==> config.mk <==
export PLATFORM = sky130hd
export DESIGN_NAME = regbus_ctrl
export DESIGN_NICKNAME = d
export VERILOG_FILES = /design/src/rtl/regbus_pkg.sv /design/src/rtl/onehot_dec.sv /design/src/rtl/regbus_ctrl.sv
export SDC_FILE = /design/constraint.sdc
export NUM_CORES = 1
export LEC_CHECK = 0
export BUFFER_PORTS_ARGS = -buffer_cell sky130_fd_sc_hd__buf_2
export CAP_MARGIN = 20
export CORE_MARGIN = 1
export CORE_UTILIZATION = 40
export CTS_BUF_LIST = sky130_fd_sc_hd__clkbuf_16
export DETAILED_ROUTE_END_ITERATION = 10
export PLACE_DENSITY_LB_ADDON = 0.05
export SLEW_MARGIN = 10
export SYNTH_ARGS = -nofsm -noshare
export SYNTH_HDL_FRONTEND = slang
export SYNTH_SLANG_ARGS = --single-unit
==> constraint.sdc <==
create_clock -name clk -period 2.12 [get_ports clk]
set_input_delay 0.212 -clock clk [delete_from_list [all_inputs] [get_ports clk]]
set_output_delay 0.212 -clock clk [all_outputs]
set_load 0.005 [all_outputs]
==> src/rtl/regbus_pkg.sv <==
// Shared constants, types and the operand-select helper for the register-bank bus controller.
package regbus_pkg;

    localparam int XLEN  = 32;
    localparam int NREGS = 32;
    localparam int AW    = $clog2(NREGS);

    typedef logic [AW-1:0]   reg_addr_t;
    typedef logic [XLEN-1:0] word_t;

    typedef enum logic [1:0] {
        IDLE,
        DRIVE,
        HOLD
    } state_t;

    // x0 reads as zero; a same-cycle write-back wins over the value the bank presents.
    function automatic word_t pick_operand(
        input reg_addr_t src,
        input logic      wr_en,
        input reg_addr_t wr_addr,
        input word_t     wr_data,
        input word_t     fallback
    );
        if (src == '0)
            return '0;
        else if (wr_en && (wr_addr == src))
            return wr_data;
        else
            return fallback;
    endfunction

endpackage

==> src/rtl/onehot_dec.sv <==
// Address-to-one-hot decoder with enable; index 0 never decodes because x0 has no storage.
module onehot_dec #(
    parameter int AW = 5,
    parameter int N  = 32
) (
    input  logic          en,
    input  logic [AW-1:0] addr,
    output logic [N-1:0]  onehot
);

    // NOTE: assign a default before any conditional update so no latch is inferred.
    always_comb begin
        onehot = '0;
        if (en && (addr != '0))
            onehot[addr] = 1'b1;
    end

endmodule

==> src/rtl/regbus_ctrl.sv <==
// Register-bank bus controller: two-handshake operand reads over shared A/B buses,
// combinational write-back strobes, x0 as zero and same-cycle write-back forwarding.
module regbus_ctrl
    import regbus_pkg::*;
(
    input  logic             clk,
    input  logic             reset,
    input  logic             req_valid,
    output logic             req_ready,
    input  logic [AW-1:0]    rs1,
    input  logic [AW-1:0]    rs2,
    output logic             rsp_valid,
    input  logic             rsp_ready,
    output logic [XLEN-1:0]  rs1_data,
    output logic [XLEN-1:0]  rs2_data,
    input  logic             wr_en,
    input  logic [AW-1:0]    wr_addr,
    input  logic [XLEN-1:0]  wr_data,
    output logic [NREGS-1:0] enable_a,
    output logic [NREGS-1:0] enable_b,
    output logic [NREGS-1:0] store,
    output logic [XLEN-1:0]  data_out,
    input  logic [XLEN-1:0]  bus_a,
    input  logic [XLEN-1:0]  bus_b
);

    state_t            state_q, state_d;
    reg_addr_t         rs1_q, rs2_q;
    word_t             rs1_data_q, rs2_data_q;
    logic [NREGS-1:0]  en_a_q, en_b_q;
    logic [NREGS-1:0]  dec_a, dec_b;
    logic              accept;

    always_comb begin
        state_d   = state_q;
        req_ready = 1'b0;
        case (state_q)
            IDLE: begin
                req_ready = 1'b1;
                if (req_valid)
                    state_d = DRIVE;
            end
            DRIVE: state_d = HOLD;
            HOLD: begin
                req_ready = rsp_ready;
                if (rsp_ready)
                    state_d = req_valid ? DRIVE : IDLE;
            end
            default: state_d = IDLE;
        endcase
        if (reset)
            req_ready = 1'b0;
    end

    assign accept = req_valid && req_ready;

    // NOTE: sequential state uses non-blocking assignments so every register samples pre-edge values.
    always_ff @(posedge clk) begin
        if (reset)
            state_q <= IDLE;
        else
            state_q <= state_d;
    end

    // Enables are decoded from the incoming request so they are registered and high only in DRIVE.
    onehot_dec #(.AW(AW), .N(NREGS)) u_dec_a (
        .en     (accept),
        .addr   (rs1),
        .onehot (dec_a)
    );

    onehot_dec #(.AW(AW), .N(NREGS)) u_dec_b (
        .en     (accept),
        .addr   (rs2),
        .onehot (dec_b)
    );

    onehot_dec #(.AW(AW), .N(NREGS)) u_dec_store (
        .en     (wr_en && !reset),
        .addr   (wr_addr),
        .onehot (store)
    );

    always_ff @(posedge clk) begin
        if (reset) begin
            rs1_q      <= '0;
            rs2_q      <= '0;
            en_a_q     <= '0;
            en_b_q     <= '0;
            rs1_data_q <= '0;
            rs2_data_q <= '0;
        end else begin
            en_a_q <= dec_a;
            en_b_q <= dec_b;
            if (accept) begin
                rs1_q <= rs1;
                rs2_q <= rs2;
            end
            // DRIVE captures from the buses; HOLD keeps the operands coherent with write-back.
            if (state_q == DRIVE) begin
                rs1_data_q <= pick_operand(rs1_q, wr_en, wr_addr, wr_data, bus_a);
                rs2_data_q <= pick_operand(rs2_q, wr_en, wr_addr, wr_data, bus_b);
            end else if (state_q == HOLD) begin
                rs1_data_q <= pick_operand(rs1_q, wr_en, wr_addr, wr_data, rs1_data_q);
                rs2_data_q <= pick_operand(rs2_q, wr_en, wr_addr, wr_data, rs2_data_q);
            end
        end
    end

    assign enable_a  = en_a_q;
    assign enable_b  = en_b_q;
    assign rsp_valid = (state_q == HOLD);
    assign rs1_data  = rs1_data_q;
    assign rs2_data  = rs2_data_q;
    assign data_out  = wr_data;

endmodule

== Word-level counts from Yosys, hierarchy flattened ==
Index checks and enable logic that the tools add are counted.

* Order comparisons: 6
* Eq/ne operators: 6
* Multiplexer cells: 25
* Bitwise gates (word level): 2
* Reduce and logical (&&, ||, !) cells: 25

{| class="wikitable"
|+ Operators with widths
! operator !! count
|-
| $mux 32 || 13
|-
| $lt 5x6->1 const B || 3
|-
| $demux 1 s5 || 3
|-
| $ge 5x1->1 const B || 3
|-
| $reduce_bool 5->1 || 3
|-
| $eq 5x5->1 || 2
|-
| $logic_and 1x1->1 || 10
|-
| $logic_not 5->1 || 2
|-
| $pmux 2 s3 || 1
|-
| $reduce_and 2->1 || 3
|-
| $reduce_bool 3->1 || 2
|-
| $mux 1 || 5
|-
| $mux 2 || 2
|-
| $reduce_or 2->1 || 2
|-
| $eq 2x1->1 const B || 1
|-
| $eq 2x2->1 const B || 1
|-
| $logic_not 2->1 || 1
|-
| $ne 2x1->1 const B || 1
|-
| $ne 2x2->1 const B || 1
|-
| $not 1->1 || 2
|-
| $pmux 1 s2 || 1
|-
| $reduce_bool 2->1 || 1
|-
| $logic_not 1->1 || 1
|}

* Flip-flop bits (word level): 140
* Input port bits: 116
* Word-level logic and storage cells: 71

== Depth between registers and ports, before layout ==
* Word-level depth: 7
* Mapped depth: 7
* Mapped depth without buffers: 6

== By module ==
A second synthesis with hierarchy kept.

* Cell total of the unflattened synthesis: 652
* Area total of the unflattened synthesis: 6,109.6 um^2

{| class="wikitable"
|+ Modules (own cells, without submodules)
! module !! times used !! cells each !! area an instance (um^2) !! sequential area each (um^2)
|-
| regbus_ctrl || 1 || 508 || 5,396.4 || 2,802.7
|-
| onehot_dec || 3 || 48 || 237.7 || 0.0
|}

== Worst setup path after synthesis ==
Ideal clock, no wire load.

* Path kind: register to register
* Start point: register rs2_q[4]
* End point: register rs2_data_q[0], in the netlist rs2_data[0]
* Arrival: 1,749 ps
* Data required time: 2,001 ps
* Slack: 253 ps
* Cell stages (with the launch flop): 6
* Period minus slack after synthesis: 1,867 ps
* Path through: dfxtp_1 -> or4_4 -> o21ba_1 -> a311o_1 -> buf_6 -> o221a_1

* Longest elaborated chain between the ends: 5
* Elaborated cells on any way between the ends: 10

{| class="wikitable"
|+ RTL lines
! item !! line !! text
|-
| start, declared || regbus_ctrl.sv:28 || <nowiki>reg_addr_t rs1_q, rs2_q;</nowiki>
|-
| start signal, assigned || regbus_ctrl.sv:97 || <nowiki>rs2_q <= rs2;</nowiki>
|-
| $eq 5x5->1 || regbus_pkg.sv:27 || <nowiki>else if (wr_en && (wr_addr == src))</nowiki>
|-
| $logic_and 1x1->1 || regbus_pkg.sv:27 ||
|-
| $mux 32 || regbus_pkg.sv:27 ||
|-
| $mux 32 || regbus_pkg.sv:25 || <nowiki>if (src == '0)</nowiki>
|-
| $mux 32 || regbus_ctrl.sv:100 || <nowiki>if (state_q == DRIVE) begin</nowiki>
|-
| end signal, assigned || regbus_ctrl.sv:102 || <nowiki>rs2_data_q <= pick_operand(rs2_q, wr_en, wr_addr, wr_data, bus_b);</nowiki>
|-
| end signal, assigned || regbus_ctrl.sv:105 || <nowiki>rs2_data_q <= pick_operand(rs2_q, wr_en, wr_addr, wr_data, rs2_data_q);</nowiki>
|-
| end, declared || regbus_ctrl.sv:29 || <nowiki>word_t rs1_data_q, rs2_data_q;</nowiki>
|}

Several ways; a longest one is shown, not always the timed one. The select of a mux whose other input is x is not followed.
A chain may end at the register's enable or synchronous reset.

== Final worst setup path ==
* Start point: register rs1_q[4]
* End point: register rs1_data_q[10], in the netlist rs1_data[10]

* Longest elaborated chain between the ends: 5
* Elaborated cells on any way between the ends: 10

{| class="wikitable"
|+ RTL lines
! item !! line !! text
|-
| start, declared || regbus_ctrl.sv:28 ||
|-
| start signal, assigned || regbus_ctrl.sv:96 || <nowiki>rs1_q <= rs1;</nowiki>
|-
| $eq 5x5->1 || regbus_pkg.sv:27 ||
|-
| $logic_and 1x1->1 || regbus_pkg.sv:27 ||
|-
| $mux 32 || regbus_pkg.sv:27 ||
|-
| $mux 32 || regbus_pkg.sv:25 ||
|-
| $mux 32 || regbus_ctrl.sv:100 ||
|-
| end signal, assigned || regbus_ctrl.sv:101 || <nowiki>rs1_data_q <= pick_operand(rs1_q, wr_en, wr_addr, wr_data, bus_a);</nowiki>
|-
| end signal, assigned || regbus_ctrl.sv:104 || <nowiki>rs1_data_q <= pick_operand(rs1_q, wr_en, wr_addr, wr_data, rs1_data_q);</nowiki>
|-
| end, declared || regbus_ctrl.sv:29 ||
|}

Several ways; a longest one is shown, not always the timed one. The select of a mux whose other input is x is not followed.

==> results.md <==
Run status:
- The run finished with clean final reports.

Cells and area:
- The repair_antennas step left the layout with diodes totalling 0.
- The fraction of final layout cells sized beyond drive strength 1 is 0.422.
- The final cell count without fillers is 1,061.
- The final cell utilization of the core is 0.562.
- The final net count is roughly 1,000.
- Relative to the synthesized area, the layout overhead comes to 36.1%.

Power:
- In this run the power spent charging and discharging nets is 3.43 mW.
- The worst-case IR drop observed on VDD is 0.564 mV.
- The sequential fraction of design power is 0.365.
- For this design the ratio of total power to cell area is 1260 nW/um^2.
- The cell leakage power is 3.74 nW.
- The completed layout was analyzed and its total power is just under 10 mW.
- Of the total power, the clock network draws 0.293.
- The internal portion of the total power is 6.41 mW.
- The switching share of total power is 0.348.
- Of the total power, combinational logic draws 0.343.

STA:
- Setup violations remaining at the end of the flow were counted as 0.
- The final max-slew violation count is 0.
- In the final timing run, aggregate negative setup slack is 0 ps.
- The part of the cycle the worst path needs is 0.933.
- Setup repair after global routing left no endpoint under its margin.
- The highest attainable clock frequency is 0.505 GHz.
- The clock skew is 7.62 ps.
- The worst setup margin is about 140 ps.
- The final critical path time including I/O delays and setup is 1980 ps.
- The final hold violation count is 0.

Detailed routing:
- In the routed design, unresolved DRC markers number 0.
- The detailed router finished its first iteration with 427 violations.
- The routed layout has 5,634 vias.
- For this block, the routed nets add up to approximately 18,000 microns of wire.
- In the final routed layout, each cell accounts on average for around 17 microns.
- The remaining number of nets flagged by the antenna check after routing is 0.
- In the routed layout, each cell is associated on average with a via count of 5.31.
- The first detailed-routing pass ran for 4 iterations.

Worst setup path:
- Walking the worst path, the cells encountered are or4_4, o21ba_1, a311o_1, buf_12, o221a_1.
- The category of the most critical setup path is register to register.
- The maximum net fanout on the critical path is 32.
- STA classifies the critical path endpoint as a register.
- STA classifies the critical path startpoint as a register.
- At the worst endpoint, the arrival time is ~2300 ps.
- The setup check on the worst reg-to-reg path leaves a slack of 140 ps.
- The slowest stage of the critical path is the sky130_fd_sc_hd__or4_4 cell.
- For the worst flop-to-flop path, the logic depth is 5.
- The endpoint required time on the critical path is 2420 ps.
- In this design, the stage delay of the slowest critical-path cell is 560 ps.
- The buffer and inverter count on the worst path is 1.
- The startpoint identified for the worst register-to-register timing path is rs1_q[4]$_SDFFE_PP0N_.
- The largest delay contributor family on the critical path is compound AO/OA/AOI/OAI gates.
- The endpoint identified for the worst register-to-register timing path is rs1_data[10]$_SDFFE_PP0P_.

Yosys:
- Of the total synthesized cell area, the portion taken by AND, OR, NAND and NOR gates is 0.163.
- The fraction of post-synthesis cell area in the top cell type by area is 0.487.
- The cell count after synthesis is 608.
- Sorting the synthesized cells by how often they occur yields sky130_fd_sc_hd__dfxtp_1, sky130_fd_sc_hd__nor2_1, sky130_fd_sc_hd__a31oi_1.
- The mapped netlist covers 5750 sq um.
- Among all flip-flop cells after synthesis, the most frequent one is sky130_fd_sc_hd__dfxtp_1.
- The area share of fa/ha/maj cells after synthesis is 0.0109.
- During synthesis, Yosys emitted a total of 0 warnings.
- The synthesized design contains 0 enable-type register cells.
- In this run, distinct cell masters in the synthesized netlist total 42.
- The post-synthesis compound-gate area fraction is 0.228.
- By area the synthesized netlist is led by sky130_fd_sc_hd__dfxtp_1, sky130_fd_sc_hd__o221a_1, sky130_fd_sc_hd__nor2_1.
- The flip-flop and latch count after synthesis is between 100 and 150.
- The cell with the most instances after synthesis is sky130_fd_sc_hd__dfxtp_1.
- Summed over all instances, the cell type with the most area after synthesis is sky130_fd_sc_hd__dfxtp_1.
- Of the total synthesized cell area, the portion taken by XOR and XNOR cells is 0.0152.
- The proportion of synthesized area in mux cells is 0.00348.
- The mean post-synth cell area is roughly 9.5 sq um.
- Of all flip-flops after synthesis, the portion carrying an async set or reset was 0.
- The share of the yosys chip area belonging to registers is 0.487.
- By area, the combinational part of the netlist is dominated by compound AO/OA/AOI/OAI gates.

GRT:
- The first global-routing pass estimated 27,600 microns of wire.
- The initial antenna violation count is 0.
- The number of global-route vias before repair is 5,337.
- The total track usage is 0.243.
- Summed over all layers, the global routing overflow is 0.
- Entering global routing, the biggest net connects 33 pins.

Clocking:
- The clock-pin slew on the worst setup and hold paths is 60 ps.
- For the worst-skew pair, the clock arrives at the later sink with an insertion delay of roughly 420 ps.
- The tree is rooted in a sky130_fd_sc_hd__clkbuf_16.
- TritonCTS built the clock tree.
- Post-CTS timing repair inserted 0 buffers for setup.
- The number of H-tree levels is 4.
- CTS saw 140 sinks.
- The number of buffers inserted during clock tree synthesis is 17.
- The maximum clock path buffer count is 2.

Place:
- The congestion estimate from routability-driven global placement came to 0.795.
- The final HPWL from detailed placement is 13,500 microns.
- The number of input and output port buffers inserted is 308.
- Before CTS, the worst setup slack after placement is about 150 ps.
- After detailed placement, the design holds a cell count of 1,029.

Hold path:
- In this run the most critical hold path is launched from bus_a[14].
- The path with the worst hold slack has its endpoint at rs1_data[14]$_SDFFE_PP0P_.
- The worst hold path was traced through 2 stages.
- The tightest min-delay check is of the input port to register type.

Die:
- For this design the top-level I/O count stands at 310.
- The horizontal die dimension is 122 microns.
- For this configuration, the core starts out at a cell density of 0.413.
- In this run the core area contains 43 standard-cell rows.
- The core area is approximately 14,000 sq um.
- The vertical die dimension is 122 microns.
- The area of the die is 14,900 sq um.

Flow run:
- The total of max-cap violations is 0.
-- flip-flops by register name, indices dropped and copies added, names as in the netlist --
| name | flops |
|---|---|
| rs2_data | 32 |
| state_q | 2 |
| rs2_q | 5 |
| enable_a | 32 |
| rs1_data | 32 |
| enable_b | 32 |
| rs1_q | 5 |
-- worst max-delay path by stage --
stage,from,endpoint,cells after the start
5_1_grt,state_q[0]$_SDFFE_PP0P_,enable_a[16]$_SDFF_PP0_,6
2_1_floorplan,rs2_q[4]$_SDFFE_PP0N_,rs2_data[0]$_SDFFE_PP0P_,5
6_report,rs1_q[4]$_SDFFE_PP0N_,rs1_data[10]$_SDFFE_PP0P_,5
4_1_cts,rs1_q[4]$_SDFFE_PP0N_,rs1_data[27]$_SDFFE_PP0P_,5
3_3_place_gp,rs2_q[4]$_SDFFE_PP0N_,rs2_data[18]$_SDFFE_PP0P_,5
3_5_place_dp,rs1_q[4]$_SDFFE_PP0N_,rs1_data[27]$_SDFFE_PP0P_,5
-- cells in the final DEF, fill, tap and decap left out, types with 3 or more instances in the layout --
master                       count
sky130_fd_sc_hd__a21oi_1        12
sky130_fd_sc_hd__a31oi_1        64
sky130_fd_sc_hd__buf_12          5
sky130_fd_sc_hd__buf_2         308
sky130_fd_sc_hd__buf_4          10
sky130_fd_sc_hd__clkbuf_16      17
sky130_fd_sc_hd__clkinvlp_4      3
sky130_fd_sc_hd__conb_1          3
sky130_fd_sc_hd__dfxtp_1       140
sky130_fd_sc_hd__ha_1            5
sky130_fd_sc_hd__inv_1           6
sky130_fd_sc_hd__inv_6           8
sky130_fd_sc_hd__nand2_1        31
sky130_fd_sc_hd__nand2b_1        8
sky130_fd_sc_hd__nand3_1         6
sky130_fd_sc_hd__nand3b_1        3
sky130_fd_sc_hd__nand4_1         3
sky130_fd_sc_hd__nand4b_1        4
sky130_fd_sc_hd__nor2_1        117
sky130_fd_sc_hd__nor3_1         13
sky130_fd_sc_hd__o221a_1        62
sky130_fd_sc_hd__or3_1           4
sky130_fd_sc_hd__or3b_2          3
sky130_fd_sc_hd__xor2_1         10
-- power groups by stage --
stage / sequential, mW / clock [mW] / combinational [mW]
2_1_floorplan: 3.64 / 0 / 1.98
3_3_place_gp: 3.63 / 0 / 3.30
3_5_place_dp: 3.64 / 0 / 3.36
4_1_cts: 3.59 / 2.94 / 3.37
5_1_grt: 3.65 / 3.06 / 3.67
6_report: 3.59 / 2.88 / 3.37
-- cell families after synthesis --
group / count (synthesis)
AOI/OAI and AO/OA: 153
xor gates and xnor gates: 10
adders and majority gates: 5
buffers and inverters: 91
DFF: 140
muxes: 2
other: 1
and+or+nand+nor: 206
-- cell type report --
| type | count | area, sq um |
|---|---|---|
| clock buffers | 17 | 425 |
| clock inverters | 15 | 149 |
| fillers | 1289 | 6110 |
| inverters | 6 | 22.5 |
| multi-input cells | 379 | 2470 |
| flip-flops and latches | 140 | 2800 |
| well taps | 180 | 225 |
| repair buffers | 324 | 1730 |
-- layer usage --
metal  share of wire  wire [microns]  vias up  global-route usage
li1                -               -     2709                   -
met1            0.41            7640     2660               0.292
met2            0.51            9380      232               0.420
met3           0.056            1030       33              0.0426
met4           0.023             423        0               0.108
met5               0               0        -                   0
-- through the flow --
stage	hold slack, ps	instance area, sq um
6_report	48.6	7830
3_5_place_dp	474	7250
3_3_place_gp	471	7250
4_1_cts	23.2	7820
2_1_floorplan	348	5760
5_1_grt	39.2	7830
-- what timing repair did --
action                     in CTS  in global routing
hold buffers                    0                  0
setup endpoints to repair       0                  3
resized for setup               0                  1
Note: power is estimated with default switching activity, not from simulation.
